**src/rtl/xrv_pkg.sv**
```systemverilog
// Shared decode constants, FSM state encoding and RV32I encoders for the xrv_id decode stage.
package xrv_pkg;

  localparam logic [6:0] OPC_LUI    = 7'b0110111;
  localparam logic [6:0] OPC_AUIPC  = 7'b0010111;
  localparam logic [6:0] OPC_JAL    = 7'b1101111;
  localparam logic [6:0] OPC_JALR   = 7'b1100111;
  localparam logic [6:0] OPC_BRANCH = 7'b1100011;
  localparam logic [6:0] OPC_LOAD   = 7'b0000011;
  localparam logic [6:0] OPC_STORE  = 7'b0100011;
  localparam logic [6:0] OPC_OP_IMM = 7'b0010011;
  localparam logic [6:0] OPC_OP     = 7'b0110011;

  localparam logic [2:0] F3_ADD = 3'b000;
  localparam logic [2:0] F3_SLL = 3'b001;
  localparam logic [2:0] F3_XOR = 3'b100;
  localparam logic [2:0] F3_SR  = 3'b101;
  localparam logic [2:0] F3_OR  = 3'b110;
  localparam logic [2:0] F3_AND = 3'b111;
  localparam logic [2:0] F3_LW  = 3'b010;
  localparam logic [2:0] F3_SW  = 3'b010;
  localparam logic [2:0] F3_BEQ = 3'b000;
  localparam logic [2:0] F3_BNE = 3'b001;

  typedef enum logic [1:0] {
    ST_ISSUE   = 2'd0,
    ST_ALU_WB  = 2'd1,
    ST_LS_WAIT = 2'd2,
    ST_BR_WAIT = 2'd3
  } state_t;

  typedef struct packed {
    logic lui;
    logic auipc;
    logic jal;
    logic jalr;
    logic branch;
    logic load;
    logic store;
    logic imm;
    logic rr;
  } ops_t;

  typedef struct packed {
    ops_t        ops;
    logic        is_c;
    logic [31:0] imm_s;
    logic [31:0] imm_u;
    logic [4:0]  rs1;
    logic [4:0]  rs2;
    logic [4:0]  rd;
    logic [2:0]  f3;
    logic [6:0]  f7;
  } dec_t;

  function automatic logic [31:0] enc_i(input logic [11:0] imm, input logic [4:0] rs1,
                                        input logic [2:0] f3, input logic [4:0] rd,
                                        input logic [6:0] op);
    return {imm, rs1, f3, rd, op};
  endfunction

  function automatic logic [31:0] enc_r(input logic [6:0] f7, input logic [4:0] rs2,
                                        input logic [4:0] rs1, input logic [2:0] f3,
                                        input logic [4:0] rd);
    return {f7, rs2, rs1, f3, rd, OPC_OP};
  endfunction

  function automatic logic [31:0] enc_s(input logic [11:0] imm, input logic [4:0] rs2,
                                        input logic [4:0] rs1, input logic [2:0] f3);
    return {imm[11:5], rs2, rs1, f3, imm[4:0], OPC_STORE};
  endfunction

  function automatic logic [31:0] enc_b(input logic [12:1] imm, input logic [4:0] rs2,
                                        input logic [4:0] rs1, input logic [2:0] f3);
    return {imm[12], imm[10:5], rs2, rs1, f3, imm[4:1], imm[11], OPC_BRANCH};
  endfunction

  function automatic logic [31:0] enc_j(input logic [20:1] imm, input logic [4:0] rd);
    return {imm[20], imm[10:1], imm[11], imm[19:12], rd, OPC_JAL};
  endfunction

endpackage

```
**src/rtl/xrv_id_if.sv**
```systemverilog
// Fetch-side and execute-side signals of the xrv_id decode stage.
interface xrv_id_if;
  logic        if_valid;
  logic        if_ready;
  logic [31:0] if_instr;
  logic [31:0] if_pc;
  logic        ex_jmp;
  logic        ncycle_alu_wait;
  logic        ls_done;
  logic        ex_valid;
  logic [31:0] ex_pc;
  logic        op_lui;
  logic        op_auipc;
  logic        op_jal;
  logic        op_jalr;
  logic        op_branch;
  logic        op_load;
  logic        op_store;
  logic        op_imm;
  logic        op_reg;
  logic        op_is_compressed;
  logic [31:0] imm_signed;
  logic [31:0] imm_unsigned;
  logic [4:0]  src1;
  logic [4:0]  src2;
  logic [4:0]  dest;
  logic [2:0]  funct3;
  logic [6:0]  funct7;
  logic        id_jmp;
  logic [31:0] id_jmp_addr;
  logic        id_illegal;

  modport master (
    output if_valid, if_instr, if_pc, ex_jmp, ncycle_alu_wait, ls_done,
    input  if_ready, ex_valid, ex_pc, op_lui, op_auipc, op_jal, op_jalr, op_branch,
           op_load, op_store, op_imm, op_reg, op_is_compressed, imm_signed, imm_unsigned,
           src1, src2, dest, funct3, funct7, id_jmp, id_jmp_addr, id_illegal
  );

  modport slave (
    input  if_valid, if_instr, if_pc, ex_jmp, ncycle_alu_wait, ls_done,
    output if_ready, ex_valid, ex_pc, op_lui, op_auipc, op_jal, op_jalr, op_branch,
           op_load, op_store, op_imm, op_reg, op_is_compressed, imm_signed, imm_unsigned,
           src1, src2, dest, funct3, funct7, id_jmp, id_jmp_addr, id_illegal
  );
endinterface

```
**src/rtl/xrv_rvc_exp.sv**
```systemverilog
// Combinational RVC-to-RV32I expander, built only with XRV_RVC_EN.
// Unsupported or reserved encodings (including all-zero) raise o_illegal.
module xrv_rvc_exp import xrv_pkg::*; (
  input  logic [15:0] i_cinstr,
  output logic [31:0] o_instr,
  output logic        o_illegal
);
  logic [4:0]  w_rd, w_rs2, w_p42, w_p97;
  logic [11:0] w_imm6, w_spn, w_lsw, w_a16, w_lwsp, w_swsp;
  logic [19:0] w_lui;
  logic [20:1] w_jimm;
  logic [12:1] w_bimm;

  assign w_rd   = i_cinstr[11:7];
  assign w_rs2  = i_cinstr[6:2];
  assign w_p42  = {2'b01, i_cinstr[4:2]};
  assign w_p97  = {2'b01, i_cinstr[9:7]};
  assign w_imm6 = {{6{i_cinstr[12]}}, i_cinstr[12], i_cinstr[6:2]};
  assign w_spn  = {2'b00, i_cinstr[10:7], i_cinstr[12:11], i_cinstr[5], i_cinstr[6], 2'b00};
  assign w_lsw  = {5'b0, i_cinstr[5], i_cinstr[12:10], i_cinstr[6], 2'b00};
  assign w_a16  = {{2{i_cinstr[12]}}, i_cinstr[12], i_cinstr[4:3], i_cinstr[5], i_cinstr[2],
                   i_cinstr[6], 4'b0000};
  assign w_lwsp = {4'b0, i_cinstr[3:2], i_cinstr[12], i_cinstr[6:4], 2'b00};
  assign w_swsp = {4'b0, i_cinstr[8:7], i_cinstr[12:9], 2'b00};
  assign w_lui  = {{14{i_cinstr[12]}}, i_cinstr[12], i_cinstr[6:2]};
  assign w_jimm = {{9{i_cinstr[12]}}, i_cinstr[12], i_cinstr[8], i_cinstr[10:9], i_cinstr[6],
                   i_cinstr[7], i_cinstr[2], i_cinstr[11], i_cinstr[5:3]};
  assign w_bimm = {{4{i_cinstr[12]}}, i_cinstr[12], i_cinstr[6:5], i_cinstr[2],
                   i_cinstr[11:10], i_cinstr[4:3]};

  // Case key is {quadrant, funct3}.
  always_comb begin
    o_instr   = '0;
    o_illegal = 1'b0;
    case ({i_cinstr[1:0], i_cinstr[15:13]})
      5'b00_000: begin
        o_instr   = enc_i(w_spn, 5'd2, F3_ADD, w_p42, OPC_OP_IMM);
        o_illegal = (w_spn == 12'd0);
      end
      5'b00_010: o_instr = enc_i(w_lsw, w_p97, F3_LW, w_p42, OPC_LOAD);
      5'b00_110: o_instr = enc_s(w_lsw, w_p42, w_p97, F3_SW);
      5'b01_000: o_instr = enc_i(w_imm6, w_rd, F3_ADD, w_rd, OPC_OP_IMM);
      5'b01_001: o_instr = enc_j(w_jimm, 5'd1);
      5'b01_010: o_instr = enc_i(w_imm6, 5'd0, F3_ADD, w_rd, OPC_OP_IMM);
      5'b01_011: begin
        if (w_rd == 5'd2) begin
          o_instr = enc_i(w_a16, 5'd2, F3_ADD, 5'd2, OPC_OP_IMM);
        end else begin
          o_instr = {w_lui, w_rd, OPC_LUI};
        end
        o_illegal = ({i_cinstr[12], i_cinstr[6:2]} == 6'd0);
      end
      5'b01_100: begin
        case (i_cinstr[11:10])
          2'b00: begin
            o_instr   = enc_i({7'b0, i_cinstr[6:2]}, w_p97, F3_SR, w_p97, OPC_OP_IMM);
            o_illegal = i_cinstr[12];
          end
          2'b01: begin
            o_instr   = enc_i({7'b0100000, i_cinstr[6:2]}, w_p97, F3_SR, w_p97, OPC_OP_IMM);
            o_illegal = i_cinstr[12];
          end
          2'b10: o_instr = enc_i(w_imm6, w_p97, F3_AND, w_p97, OPC_OP_IMM);
          default: begin
            o_illegal = i_cinstr[12];
            case (i_cinstr[6:5])
              2'b00:   o_instr = enc_r(7'b0100000, w_p42, w_p97, F3_ADD, w_p97);
              2'b01:   o_instr = enc_r(7'b0, w_p42, w_p97, F3_XOR, w_p97);
              2'b10:   o_instr = enc_r(7'b0, w_p42, w_p97, F3_OR, w_p97);
              default: o_instr = enc_r(7'b0, w_p42, w_p97, F3_AND, w_p97);
            endcase
          end
        endcase
      end
      5'b01_101: o_instr = enc_j(w_jimm, 5'd0);
      5'b01_110: o_instr = enc_b(w_bimm, 5'd0, w_p97, F3_BEQ);
      5'b01_111: o_instr = enc_b(w_bimm, 5'd0, w_p97, F3_BNE);
      5'b10_000: begin
        o_instr   = enc_i({7'b0, i_cinstr[6:2]}, w_rd, F3_SLL, w_rd, OPC_OP_IMM);
        o_illegal = i_cinstr[12];
      end
      5'b10_010: begin
        o_instr   = enc_i(w_lwsp, 5'd2, F3_LW, w_rd, OPC_LOAD);
        o_illegal = (w_rd == 5'd0);
      end
      5'b10_100: begin
        if (w_rs2 == 5'd0) begin
          o_instr   = enc_i(12'd0, w_rd, F3_ADD, {4'b0, i_cinstr[12]}, OPC_JALR);
          o_illegal = (w_rd == 5'd0);
        end else if (!i_cinstr[12]) begin
          o_instr = enc_r(7'b0, w_rs2, 5'd0, F3_ADD, w_rd);
        end else begin
          o_instr = enc_r(7'b0, w_rs2, w_rd, F3_ADD, w_rd);
        end
      end
      5'b10_110: o_instr = enc_s(w_swsp, w_rs2, 5'd2, F3_SW);
      default:   o_illegal = 1'b1;
    endcase
  end
endmodule

```
**src/rtl/xrv_id.sv**
```systemverilog
// Decode stage: captures one fetch word, registers decoded fields, paces issue with a 4-state FSM.
// XRV_RVC_EN enables compressed-instruction expansion; otherwise non-32-bit words are illegal.
module xrv_id import xrv_pkg::*; (
  input logic     clk,
  input logic     rstb,
  xrv_id_if.slave bus
);
  state_t      r_state, w_state_nxt;
  dec_t        r_dec, w_dec;
  logic        r_ex_valid, r_id_jmp, r_id_illegal;
  logic [31:0] r_ex_pc, r_id_jmp_addr;
  logic [31:0] w_instr;
  logic        w_is_c, w_c_ill, w_illegal, w_if_ready, w_accept, w_busy;
  logic [31:0] w_imm_i, w_imm_s, w_imm_b, w_imm_j, w_imm_u;

`ifdef XRV_RVC_EN
  logic [31:0] w_exp_instr;
  logic        w_exp_ill;

  xrv_rvc_exp u_rvc_exp (
    .i_cinstr  (bus.if_instr[15:0]),
    .o_instr   (w_exp_instr),
    .o_illegal (w_exp_ill)
  );

  assign w_is_c  = (bus.if_instr[1:0] != 2'b11);
  assign w_instr = w_is_c ? w_exp_instr : bus.if_instr;
  assign w_c_ill = w_is_c & w_exp_ill;
`else
  assign w_is_c  = 1'b0;
  assign w_instr = bus.if_instr;
  assign w_c_ill = (bus.if_instr[1:0] != 2'b11);
`endif

  assign w_imm_i = {{20{w_instr[31]}}, w_instr[31:20]};
  assign w_imm_s = {{20{w_instr[31]}}, w_instr[31:25], w_instr[11:7]};
  assign w_imm_b = {{19{w_instr[31]}}, w_instr[31], w_instr[7], w_instr[30:25],
                    w_instr[11:8], 1'b0};
  assign w_imm_j = {{11{w_instr[31]}}, w_instr[31], w_instr[19:12], w_instr[20],
                    w_instr[30:21], 1'b0};
  assign w_imm_u = {w_instr[31:12], 12'b0};

  always_comb begin
    w_dec       = '0;
    w_illegal   = 1'b0;
    w_dec.is_c  = w_is_c;
    w_dec.rs1   = w_instr[19:15];
    w_dec.rs2   = w_instr[24:20];
    w_dec.rd    = w_instr[11:7];
    w_dec.f3    = w_instr[14:12];
    w_dec.f7    = w_instr[31:25];
    w_dec.imm_u = {20'b0, w_instr[31:20]};
    case (w_instr[6:0])
      OPC_LUI:    begin w_dec.ops.lui    = 1'b1; w_dec.imm_s = w_imm_u; end
      OPC_AUIPC:  begin w_dec.ops.auipc  = 1'b1; w_dec.imm_s = w_imm_u; end
      OPC_JAL:    begin w_dec.ops.jal    = 1'b1; w_dec.imm_s = w_imm_j; end
      OPC_JALR:   begin w_dec.ops.jalr   = 1'b1; w_dec.imm_s = w_imm_i; end
      OPC_BRANCH: begin w_dec.ops.branch = 1'b1; w_dec.imm_s = w_imm_b; end
      OPC_LOAD:   begin w_dec.ops.load   = 1'b1; w_dec.imm_s = w_imm_i; end
      OPC_STORE:  begin w_dec.ops.store  = 1'b1; w_dec.imm_s = w_imm_s; end
      OPC_OP_IMM: begin w_dec.ops.imm    = 1'b1; w_dec.imm_s = w_imm_i; end
      OPC_OP:     begin w_dec.ops.rr     = 1'b1; end
      default:    w_illegal = 1'b1;
    endcase
    if (w_c_ill) begin
      w_illegal = 1'b1;
    end
    if (w_illegal) begin
      w_dec.ops  = '0;
      w_dec.is_c = 1'b0;
    end
  end

  // Only classes that leave ISSUE block the next fetch during their issue cycle.
  always_comb begin
    w_state_nxt = r_state;
    w_busy      = r_ex_valid & (r_dec.ops.imm | r_dec.ops.rr | r_dec.ops.load | r_dec.ops.store |
                                r_dec.ops.branch | r_dec.ops.jalr | r_dec.ops.jal);
    w_if_ready  = rstb & (r_state == ST_ISSUE) & ~bus.ex_jmp & ~w_busy;
    case (r_state)
      ST_ISSUE: begin
        if (r_ex_valid) begin
          if (r_dec.ops.imm | r_dec.ops.rr) begin
            w_state_nxt = ST_ALU_WB;
          end else if (r_dec.ops.load | r_dec.ops.store) begin
            w_state_nxt = bus.ls_done ? ST_ISSUE : ST_LS_WAIT;
          end else if (r_dec.ops.branch | r_dec.ops.jalr | r_dec.ops.jal) begin
            w_state_nxt = ST_BR_WAIT;
          end
        end
      end
      ST_ALU_WB:  w_state_nxt = ST_ISSUE;
      ST_LS_WAIT: if (bus.ls_done) w_state_nxt = ST_ISSUE;
      ST_BR_WAIT: w_state_nxt = ST_ISSUE;
      default:    w_state_nxt = ST_ISSUE;
    endcase
  end

  assign w_accept = bus.if_valid & w_if_ready;

  always_ff @(posedge clk or negedge rstb) begin
    if (!rstb) begin
      r_state       <= ST_ISSUE;
      r_dec         <= '0;
      r_ex_valid    <= 1'b0;
      r_ex_pc       <= '0;
      r_id_jmp      <= 1'b0;
      r_id_jmp_addr <= '0;
      r_id_illegal  <= 1'b0;
    end else begin
      r_state      <= w_state_nxt;
      r_ex_valid   <= w_accept & ~w_illegal;
      r_id_illegal <= w_accept & w_illegal;
      r_id_jmp     <= r_ex_valid & r_dec.ops.jal;
      if (r_ex_valid & r_dec.ops.jal) begin
        r_id_jmp_addr <= r_ex_pc + r_dec.imm_s;
      end
      if (w_accept) begin
        r_dec   <= w_dec;
        r_ex_pc <= bus.if_pc;
      end
    end
  end

  assign bus.if_ready         = w_if_ready;
  assign bus.ex_valid         = r_ex_valid;
  assign bus.ex_pc            = r_ex_pc;
  assign bus.op_lui           = r_dec.ops.lui;
  assign bus.op_auipc         = r_dec.ops.auipc;
  assign bus.op_jal           = r_dec.ops.jal;
  assign bus.op_jalr          = r_dec.ops.jalr;
  assign bus.op_branch        = r_dec.ops.branch;
  assign bus.op_load          = r_dec.ops.load;
  assign bus.op_store         = r_dec.ops.store;
  assign bus.op_imm           = r_dec.ops.imm;
  assign bus.op_reg           = r_dec.ops.rr;
  assign bus.op_is_compressed = r_dec.is_c;
  assign bus.imm_signed       = r_dec.imm_s;
  assign bus.imm_unsigned     = r_dec.imm_u;
  assign bus.src1             = r_dec.rs1;
  assign bus.src2             = r_dec.rs2;
  assign bus.dest             = r_dec.rd;
  assign bus.funct3           = r_dec.f3;
  assign bus.funct7           = r_dec.f7;
  assign bus.id_jmp           = r_id_jmp;
  assign bus.id_jmp_addr      = r_id_jmp_addr;
  assign bus.id_illegal       = r_id_illegal;
endmodule

```
**src/flat_wrapper.sv**
```systemverilog
// flat-port wrapper written by rule: the top's interface ports become plain ports
module xrv_id_flat import xrv_pkg::*;
  (clk, rstb, bus_if_valid, bus_if_instr, bus_if_pc, bus_ex_jmp, bus_ncycle_alu_wait, bus_ls_done, bus_if_ready, bus_ex_valid, bus_ex_pc, bus_op_lui, bus_op_auipc, bus_op_jal, bus_op_jalr, bus_op_branch, bus_op_load, bus_op_store, bus_op_imm, bus_op_reg, bus_op_is_compressed, bus_imm_signed, bus_imm_unsigned, bus_src1, bus_src2, bus_dest, bus_funct3, bus_funct7, bus_id_jmp, bus_id_jmp_addr, bus_id_illegal);
  xrv_id_if bus_i ();
  input logic clk;
  input logic rstb;
  input wire logic [$bits(bus_i.if_valid)-1:0] bus_if_valid;
  input wire logic [$bits(bus_i.if_instr)-1:0] bus_if_instr;
  input wire logic [$bits(bus_i.if_pc)-1:0] bus_if_pc;
  input wire logic [$bits(bus_i.ex_jmp)-1:0] bus_ex_jmp;
  input wire logic [$bits(bus_i.ncycle_alu_wait)-1:0] bus_ncycle_alu_wait;
  input wire logic [$bits(bus_i.ls_done)-1:0] bus_ls_done;
  output wire logic [$bits(bus_i.if_ready)-1:0] bus_if_ready;
  output wire logic [$bits(bus_i.ex_valid)-1:0] bus_ex_valid;
  output wire logic [$bits(bus_i.ex_pc)-1:0] bus_ex_pc;
  output wire logic [$bits(bus_i.op_lui)-1:0] bus_op_lui;
  output wire logic [$bits(bus_i.op_auipc)-1:0] bus_op_auipc;
  output wire logic [$bits(bus_i.op_jal)-1:0] bus_op_jal;
  output wire logic [$bits(bus_i.op_jalr)-1:0] bus_op_jalr;
  output wire logic [$bits(bus_i.op_branch)-1:0] bus_op_branch;
  output wire logic [$bits(bus_i.op_load)-1:0] bus_op_load;
  output wire logic [$bits(bus_i.op_store)-1:0] bus_op_store;
  output wire logic [$bits(bus_i.op_imm)-1:0] bus_op_imm;
  output wire logic [$bits(bus_i.op_reg)-1:0] bus_op_reg;
  output wire logic [$bits(bus_i.op_is_compressed)-1:0] bus_op_is_compressed;
  output wire logic [$bits(bus_i.imm_signed)-1:0] bus_imm_signed;
  output wire logic [$bits(bus_i.imm_unsigned)-1:0] bus_imm_unsigned;
  output wire logic [$bits(bus_i.src1)-1:0] bus_src1;
  output wire logic [$bits(bus_i.src2)-1:0] bus_src2;
  output wire logic [$bits(bus_i.dest)-1:0] bus_dest;
  output wire logic [$bits(bus_i.funct3)-1:0] bus_funct3;
  output wire logic [$bits(bus_i.funct7)-1:0] bus_funct7;
  output wire logic [$bits(bus_i.id_jmp)-1:0] bus_id_jmp;
  output wire logic [$bits(bus_i.id_jmp_addr)-1:0] bus_id_jmp_addr;
  output wire logic [$bits(bus_i.id_illegal)-1:0] bus_id_illegal;
  assign bus_i.if_valid = bus_if_valid;
  assign bus_i.if_instr = bus_if_instr;
  assign bus_i.if_pc = bus_if_pc;
  assign bus_i.ex_jmp = bus_ex_jmp;
  assign bus_i.ncycle_alu_wait = bus_ncycle_alu_wait;
  assign bus_i.ls_done = bus_ls_done;
  assign bus_if_ready = bus_i.if_ready;
  assign bus_ex_valid = bus_i.ex_valid;
  assign bus_ex_pc = bus_i.ex_pc;
  assign bus_op_lui = bus_i.op_lui;
  assign bus_op_auipc = bus_i.op_auipc;
  assign bus_op_jal = bus_i.op_jal;
  assign bus_op_jalr = bus_i.op_jalr;
  assign bus_op_branch = bus_i.op_branch;
  assign bus_op_load = bus_i.op_load;
  assign bus_op_store = bus_i.op_store;
  assign bus_op_imm = bus_i.op_imm;
  assign bus_op_reg = bus_i.op_reg;
  assign bus_op_is_compressed = bus_i.op_is_compressed;
  assign bus_imm_signed = bus_i.imm_signed;
  assign bus_imm_unsigned = bus_i.imm_unsigned;
  assign bus_src1 = bus_i.src1;
  assign bus_src2 = bus_i.src2;
  assign bus_dest = bus_i.dest;
  assign bus_funct3 = bus_i.funct3;
  assign bus_funct7 = bus_i.funct7;
  assign bus_id_jmp = bus_i.id_jmp;
  assign bus_id_jmp_addr = bus_i.id_jmp_addr;
  assign bus_id_illegal = bus_i.id_illegal;
  xrv_id u_core (.clk(clk), .rstb(rstb), .bus(bus_i));
endmodule
```
**config.mk**
```make
export PLATFORM = sky130hd
export DESIGN_NAME = xrv_id_flat
export DESIGN_NICKNAME = d
export VERILOG_FILES = /design/src/rtl/xrv_pkg.sv /design/src/rtl/xrv_id_if.sv /design/src/rtl/xrv_rvc_exp.sv /design/src/rtl/xrv_id.sv /design/src/flat_wrapper.sv
export SDC_FILE = /design/constraint.sdc
export NUM_CORES = 1
export LEC_CHECK = 0
export CAP_MARGIN = 15
export CORE_MARGIN = 10
export CORE_UTILIZATION = 45
export CTS_BUF_LIST = sky130_fd_sc_hd__clkbuf_8 sky130_fd_sc_hd__clkbuf_16
export CTS_CLUSTER_SIZE = 28
export DETAILED_ROUTE_END_ITERATION = 8
export GPL_TIMING_DRIVEN = 0
export PLACE_DENSITY = 0.9
export SETUP_SLACK_MARGIN = 0.5
export SYNTH_ARGS = -nofsm -noshare
export SYNTH_HDL_FRONTEND = slang
export SYNTH_SLANG_ARGS = --single-unit
```
**constraint.sdc**
```tcl
create_clock -name clk -period 3.5 [get_ports clk]
set_clock_uncertainty 0.15 [all_clocks]
set_input_delay 0.525 -clock clk [delete_from_list [all_inputs] [get_ports clk]]
set_output_delay 0.525 -clock clk [all_outputs]
set_load 0.01 [all_outputs]
```
; ---- Word level (Yosys, flattened, before mapping)
; Cells that the tools add are included.
[word_totals]
out_inout_bits = 167
inputBits = 70
word_cells = 86
reg_bits = 148
[classes]
n_reduce_logical = 6
n_bitwise = 20
muxes = 20
addsub = 1
eq_ne = 16
[ops]
columns = operator, n
row1 = $pmux W32 S5, 1
row2 = $add A32 B32 Y32, 1
row3 = $eq A7 B6 Y1 const B, 3
row4 = $eq A7 B7 Y1 const B, 3
row5 = $eq A7 B5 Y1 const B, 2
row6 = $mux W2, 6
row7 = $mux W1, 11
row8 = $mux W10, 1
row9 = $or A1 B1 Y1, 9
row10 = $reduce_or A9 Y1, 1
row11 = $and A1 B1 Y1, 8
row12 = $eq A7 B2 Y1 const B, 1
row13 = $pmux W2 S3, 1
row14 = $eq A2 B2 Y1 const B, 2
row15 = $ne A2 B2 Y1 const B, 2
row16 = $ne A4 B4 Y1 const B, 1
row17 = $reduce_or A2 Y1, 2
row18 = $not A1 Y1, 3
row19 = $reduce_and A3 Y1, 1
row20 = $reduce_or A3 Y1, 1
row21 = $eq A2 B1 Y1 const B, 1
row22 = $logic_not A2 Y1, 1
row23 = $ne A2 B1 Y1 const B, 1

; ---- Logic depth before layout (Yosys ltp)
[logic_depth]
ltp_word = 11
mapped_depth = 10
mapped_depth_nobuf = 10

; ---- Worst setup path after synthesis
; OpenSTA, ideal clock, no wires.
[synth_timing]
path_type = register to register
startpoint = register u_core.r_dec (netlist bit u_core.bus.imm_signed[0])
endpoint = register u_core.r_id_jmp_addr[26] (netlist: u_core.bus.id_jmp_addr[26])
n_path_buf = 0
synth_period_minus_slack_ps = 2890
slack_ps = 610
arrival_time_ps = 2609
required_time_ps = 3219
stages_incl_launch_ff = 11
setup_time_ps = 131
path_cell_list = dfrtp_1 > ha_1 > fa_1 > a21o_1 > a311oi_2 > o22ai_1 > a41o_1 > a221oi_2 > o21bai_1 > xnor2_1 > o21ai_1
[synth_between]
elab_chain_cells = 1
[synth_rtl]
columns = element, line
row1 = start: declaration, xrv_id.sv:9  ; dec_t r_dec, w_dec;
row2 = start signal: assignment, xrv_id.sv:119  ; r_dec <= w_dec;
row3 = $add A32 B32 Y32, xrv_id.sv:116  ; r_id_jmp_addr <= r_ex_pc + r_dec.imm_s;
row4 = end signal: assignment, xrv_id.sv:116
row5 = end: declaration, xrv_id.sv:11  ; logic [31:0] r_ex_pc, r_id_jmp_addr;
; No other way between the ends.
; A chain may end at the register's enable or synchronous reset.

; ---- Worst setup path after layout
[layout_timing]
startpoint = register u_core.r_dec (netlist bit u_core.bus.imm_signed[0])
endpoint = register u_core.r_id_jmp_addr[24] (netlist: u_core.bus.id_jmp_addr[24])
; Same word-level chain as after synthesis.

==> results <==
- The count of non-filler cells in the finished layout is 1216.
- Summing every instance area after synthesis gives 0.00725 mm².
- Data on the critical path is required at its endpoint by 3.62 ns.
- STA puts the critical path data arrival time at 3.18 ns.
- The clock passes through at most 2 buffers.
- Of the available clock period, the critical path in the final layout requires 0.875.
- The first global-routing pass estimated 38900 µm of wire.
- The count of clock tree sinks is 135.
- The area growth from synthesis to final layout is 47.1%.
- The critical path crosses 11 cells after its start point.
- The run finished with clean final reports.
- Of the total power, the clock network draws 0.361.
- Yosys printed 0 warnings.
- The floorplan has 46 rows.
- The slowest stage of the critical path belongs to the cell sky130_fd_sc_hd__dfrtp_1.
- Of all nets on the critical path, the largest fanout is 3.
- After detailed routing, the number of vias per cell comes to 5.52.
- The share of the synthesized area in the top cell type is 0.466.
- Static timing analysis puts the maximum clock frequency at 0.327 GHz.
- The pre-antenna-repair detailed-routing pass consisted of 5 iterations.
- The placed cell area is 0.00975 mm².
- The count of input and output buffers is 212.
- The final wirelength is 25200 µm.
- The leakage power figure is 4.71 nW.
- The final HPWL from detailed placement is 19300 µm.
- Of the total power, the share spent switching nets is 0.302.
- The maximum number of pins on one net before global-route repair is 58.
- Setup repair after global routing could not meet its margin everywhere.
- The count of nets left with antenna violations once routing finished came out at 0.
- The final net count is 1089.
- After detailed routing, the average wire length per cell comes to 20.7 µm.
- Clock tree synthesis selected as its root buffer the cell sky130_fd_sc_hd__clkbuf_16.
- The most used flip-flop cell after synthesis is sky130_fd_sc_hd__dfrtp_1.
- The synthesized design contains 0 enable-type register cells.
- The total CTS buffers is 17.
- Routability-driven placement finished with a final weighted congestion of 0.904.
- Yosys mapped the design onto 62 distinct sky130hd cell types.
- After global routing the overflow that remains totals 0.
- The proportion of layout cells with a drive suffix above 1 is 0.166.
- Averaged over all synthesized cells, the footprint is 10.1 µm².
- The setup check on the worst reg-to-reg path leaves a slack of 0.44 ns.
- Of the synthesized area, sequential elements account for 0.466.
- The CTS clock-pin slew for the worst setup and hold paths is 0.06 ns.
- The insertion delay of the later-clocked pin in the worst-skew pair is 0.43 ns.
- In this run, the number of DRC markers left after iteration 0 of detailed routing was 600.
- Counting flops with an async set or reset pin after synthesis yields a share of 1.00.
- The clock tree from TritonCTS is yes.
- The number of cells after detailed placement is 1168.
- The initial antenna violation count was 1.
- After synthesis the netlist holds a flip-flop and latch count of 135.
- Leaving out fill and tap cells, the most frequent cells in the layout are sky130_fd_sc_hd__clkdlybuf4s50_1 (211), sky130_fd_sc_hd__dfrtp_1 (135), sky130_fd_sc_hd__nand2_1 (95).
- The die is 147 µm wide.
- The launch point of the worst path is u_core.bus.imm_signed[0].
- For the pin with the worst max-slew slack, the measured transition is 0.752 ns.
- The final route contains 6715 vias.
- The type of the tightest min-delay check is primary input to async pin.
- The library cell used most frequently in the layout, excluding fill and tap cells, is sky130_fd_sc_hd__clkdlybuf4s50_1.
- The core area is 0.0158 mm².
- The critical path in this run is classified as flip-flop to flip-flop.
- By area the synthesized netlist is led by sky130_fd_sc_hd__dfrtp_1 (47%), sky130_fd_sc_hd__mux2_2 (9.5%), sky130_fd_sc_hd__ha_1 (5.3%).
- The design draws 5.35 mW.
- With fillers left out, the area of the finished cells amounts to 0.0107 mm².
- The critical path contains buffers and inverters numbering 2 combined.
- The worst setup path is captured at a flip-flop.
- The cell type with the highest aggregate area in the netlist is sky130_fd_sc_hd__dfrtp_1.
- In this design, the critical path's most frequently occurring cell is sky130_fd_sc_hd__buf_4.
- The largest incremental delay on the critical path is 0.40 ns.
- The termination of the worst setup path is u_core.bus.id_jmp_addr[24].
- Of the total power, registers draw 0.355.
- For this configuration, the core starts out at a cell density of 0.458.
- The final period demand of the worst path is 3.06 ns.
- The overall fraction of global-route tracks in use is 0.227.
- Across the run, the number of max-cap violations was 0.
- The final number of max-transition violations is 0.
- Broken down by cell family, the worst path's largest delay share belongs to compound AO/OA/AOI/OAI gates.
- The worst slew slack as a fraction of its limit is 0.498.
- For this design the top-level I/O count stands at 237.
- Setup violations remaining at the end of the flow were counted as 0.
- Of the total power, combinational logic draws 0.285.
- The number of global-route vias before repair is 6853.
- The area of the die is 0.0216 mm².
- The internal power of the cells totals 3.74 mW.
- In this run the critical register-to-register path is captured at u_core.bus.id_jmp_addr[24].
- The number of cells on the worst reg-to-reg path is 11.
- The aggregate negative setup slack is 0 ns.
- The critical path goes through ha_2 -> fa_2 -> a21o_1 -> a311oi_4 -> buf_4 -> a221oi_2 -> o21ai_2 -> o41ai_4 -> buf_4 -> xnor2_1 -> o21ai_0.
- The count of H-tree levels built during CTS is 4.
- The count of endpoints failing hold in the final timing report was 0.
- The worst-case IR drop observed on VDD is 371 µV.
- Power spread over the standard cell area amounts to 502 mW/mm².
- The launch point of the worst reg-to-reg path is u_core.bus.imm_signed[0].
- The synthesized netlist cell count is 719.
- After detailed routing, the number of remaining DRC violations is 0.
- The floorplan die height is 147 µm.
- The type of origin of the critical path is a flip-flop.
- For this design the total switching power over the nets is 1.62 mW.
-- cells by family (layout without fill, tap and decap cells) --
group,count (synthesis),in the layout,share of synthesized area
AO/OA/AOI/OAI,207,207,0.179
XOR/XNOR,27,27,0.0326
adder cells (fa/ha/maj),32,32,0.0562
buffers and inverters,80,340,0.0588
flip-flops,135,135,0.466
multiplexers,65,65,0.100
other,1,22,0.000517
AND/OR/NAND/NOR,172,172,0.107
-- routing by layer --
layer,GRT usage,routed length [µm]
met1,0.259,9520
met2,0.393,12600
met3,0.0663,2080
met4,0.0907,940
met5,0,0
-- how the worst min path moves through the flow --
stage               cells after the start                         end              start
floorplan                               0          u_core.bus.dest[0]               rstb
global placement                        1           u_core.r_state[1]  u_core.r_state[0]
detailed placement                      1           u_core.r_state[1]  u_core.r_state[0]
CTS                                     3        u_core.bus.ex_pc[23]               rstb
global route                            3  u_core.bus.id_jmp_addr[26]               rstb
finish                                  3  u_core.bus.id_jmp_addr[26]               rstb
-- per-stage QoR --
step	worst slack, ns	hold WS (ns)	util
2_1_floorplan	0.610	0.0794	-
4_1_cts	0.441	0.0338	0.669
3_5_place_dp	0.143	0.283	0.616
5_1_grt	0.337	0.0361	0.674
6_report	0.439	0.0158	0.674
3_3_place_gp	-4.37	0.270	0.614
-- Yosys cell counts (all sizes together) (2+ instances only) --
library cell / instances
clkbuf: 26
ha: 31
a21oi: 51
mux2i: 4
nor2b: 3
a31o: 5
a22oi: 5
mux2: 61
a21o: 13
nand2b: 3
o21ba: 2
buf: 42
o21ai: 73
dfrtp: 135
nor2: 28
and2: 4
nand4: 6
inv: 11
a22o: 7
o22ai: 4
nor3b: 3
xnor2: 14
and3: 3
a221oi: 2
o21bai: 7
o21a: 4
o41ai: 5
nor3: 8
or3: 3
nand3: 8
a211oi: 3
nand2: 96
o31ai: 7
a32oi: 3
and4b: 2
a31oi: 6
xor2: 13
-- worst min-delay path: cells and delay by family --
kind / cells / cell delay [ns]
buffers and inverters: 3 / 0.43
-- what timing repair did --
| item | CTS | global route |
|---|---|---|
| buffers inserted | 8 | 4 |
| pin swaps | 11 | 8 |
| gates resized for setup | 9 | 9 |
| setup endpoints to repair | 9 | 9 |
| hold buffers | 4 | 0 |
| hold endpoints to repair | 57 | 0 |
-- layout make-up --
type                            instances  area (µm²)
Antenna cell                            1        2.50
Buffer                                 68         382
Clock buffer                           17         425
Clock inverter                         14         199
Fill cell                            1191        5150
Inverter                               12        45.0
Multi-Input combinational cell        524        3630
Sequential cell                       135        3380
Tap cell                              216         270
Timing Repair Buffer                  229        2340
-- power groups by stage --
stage | sequential [mW] | clock (mW) | combinational, mW
after floorplan | 1.96 | 0 | 0.661
after global placement | 1.91 | 0 | 1.42
after detailed placement | 1.92 | 0 | 1.45
after CTS | 1.90 | 1.94 | 1.50
after global routing | 1.92 | 2.01 | 1.64
final | 1.90 | 1.93 | 1.52
Power figures use the tool's default switching activity.
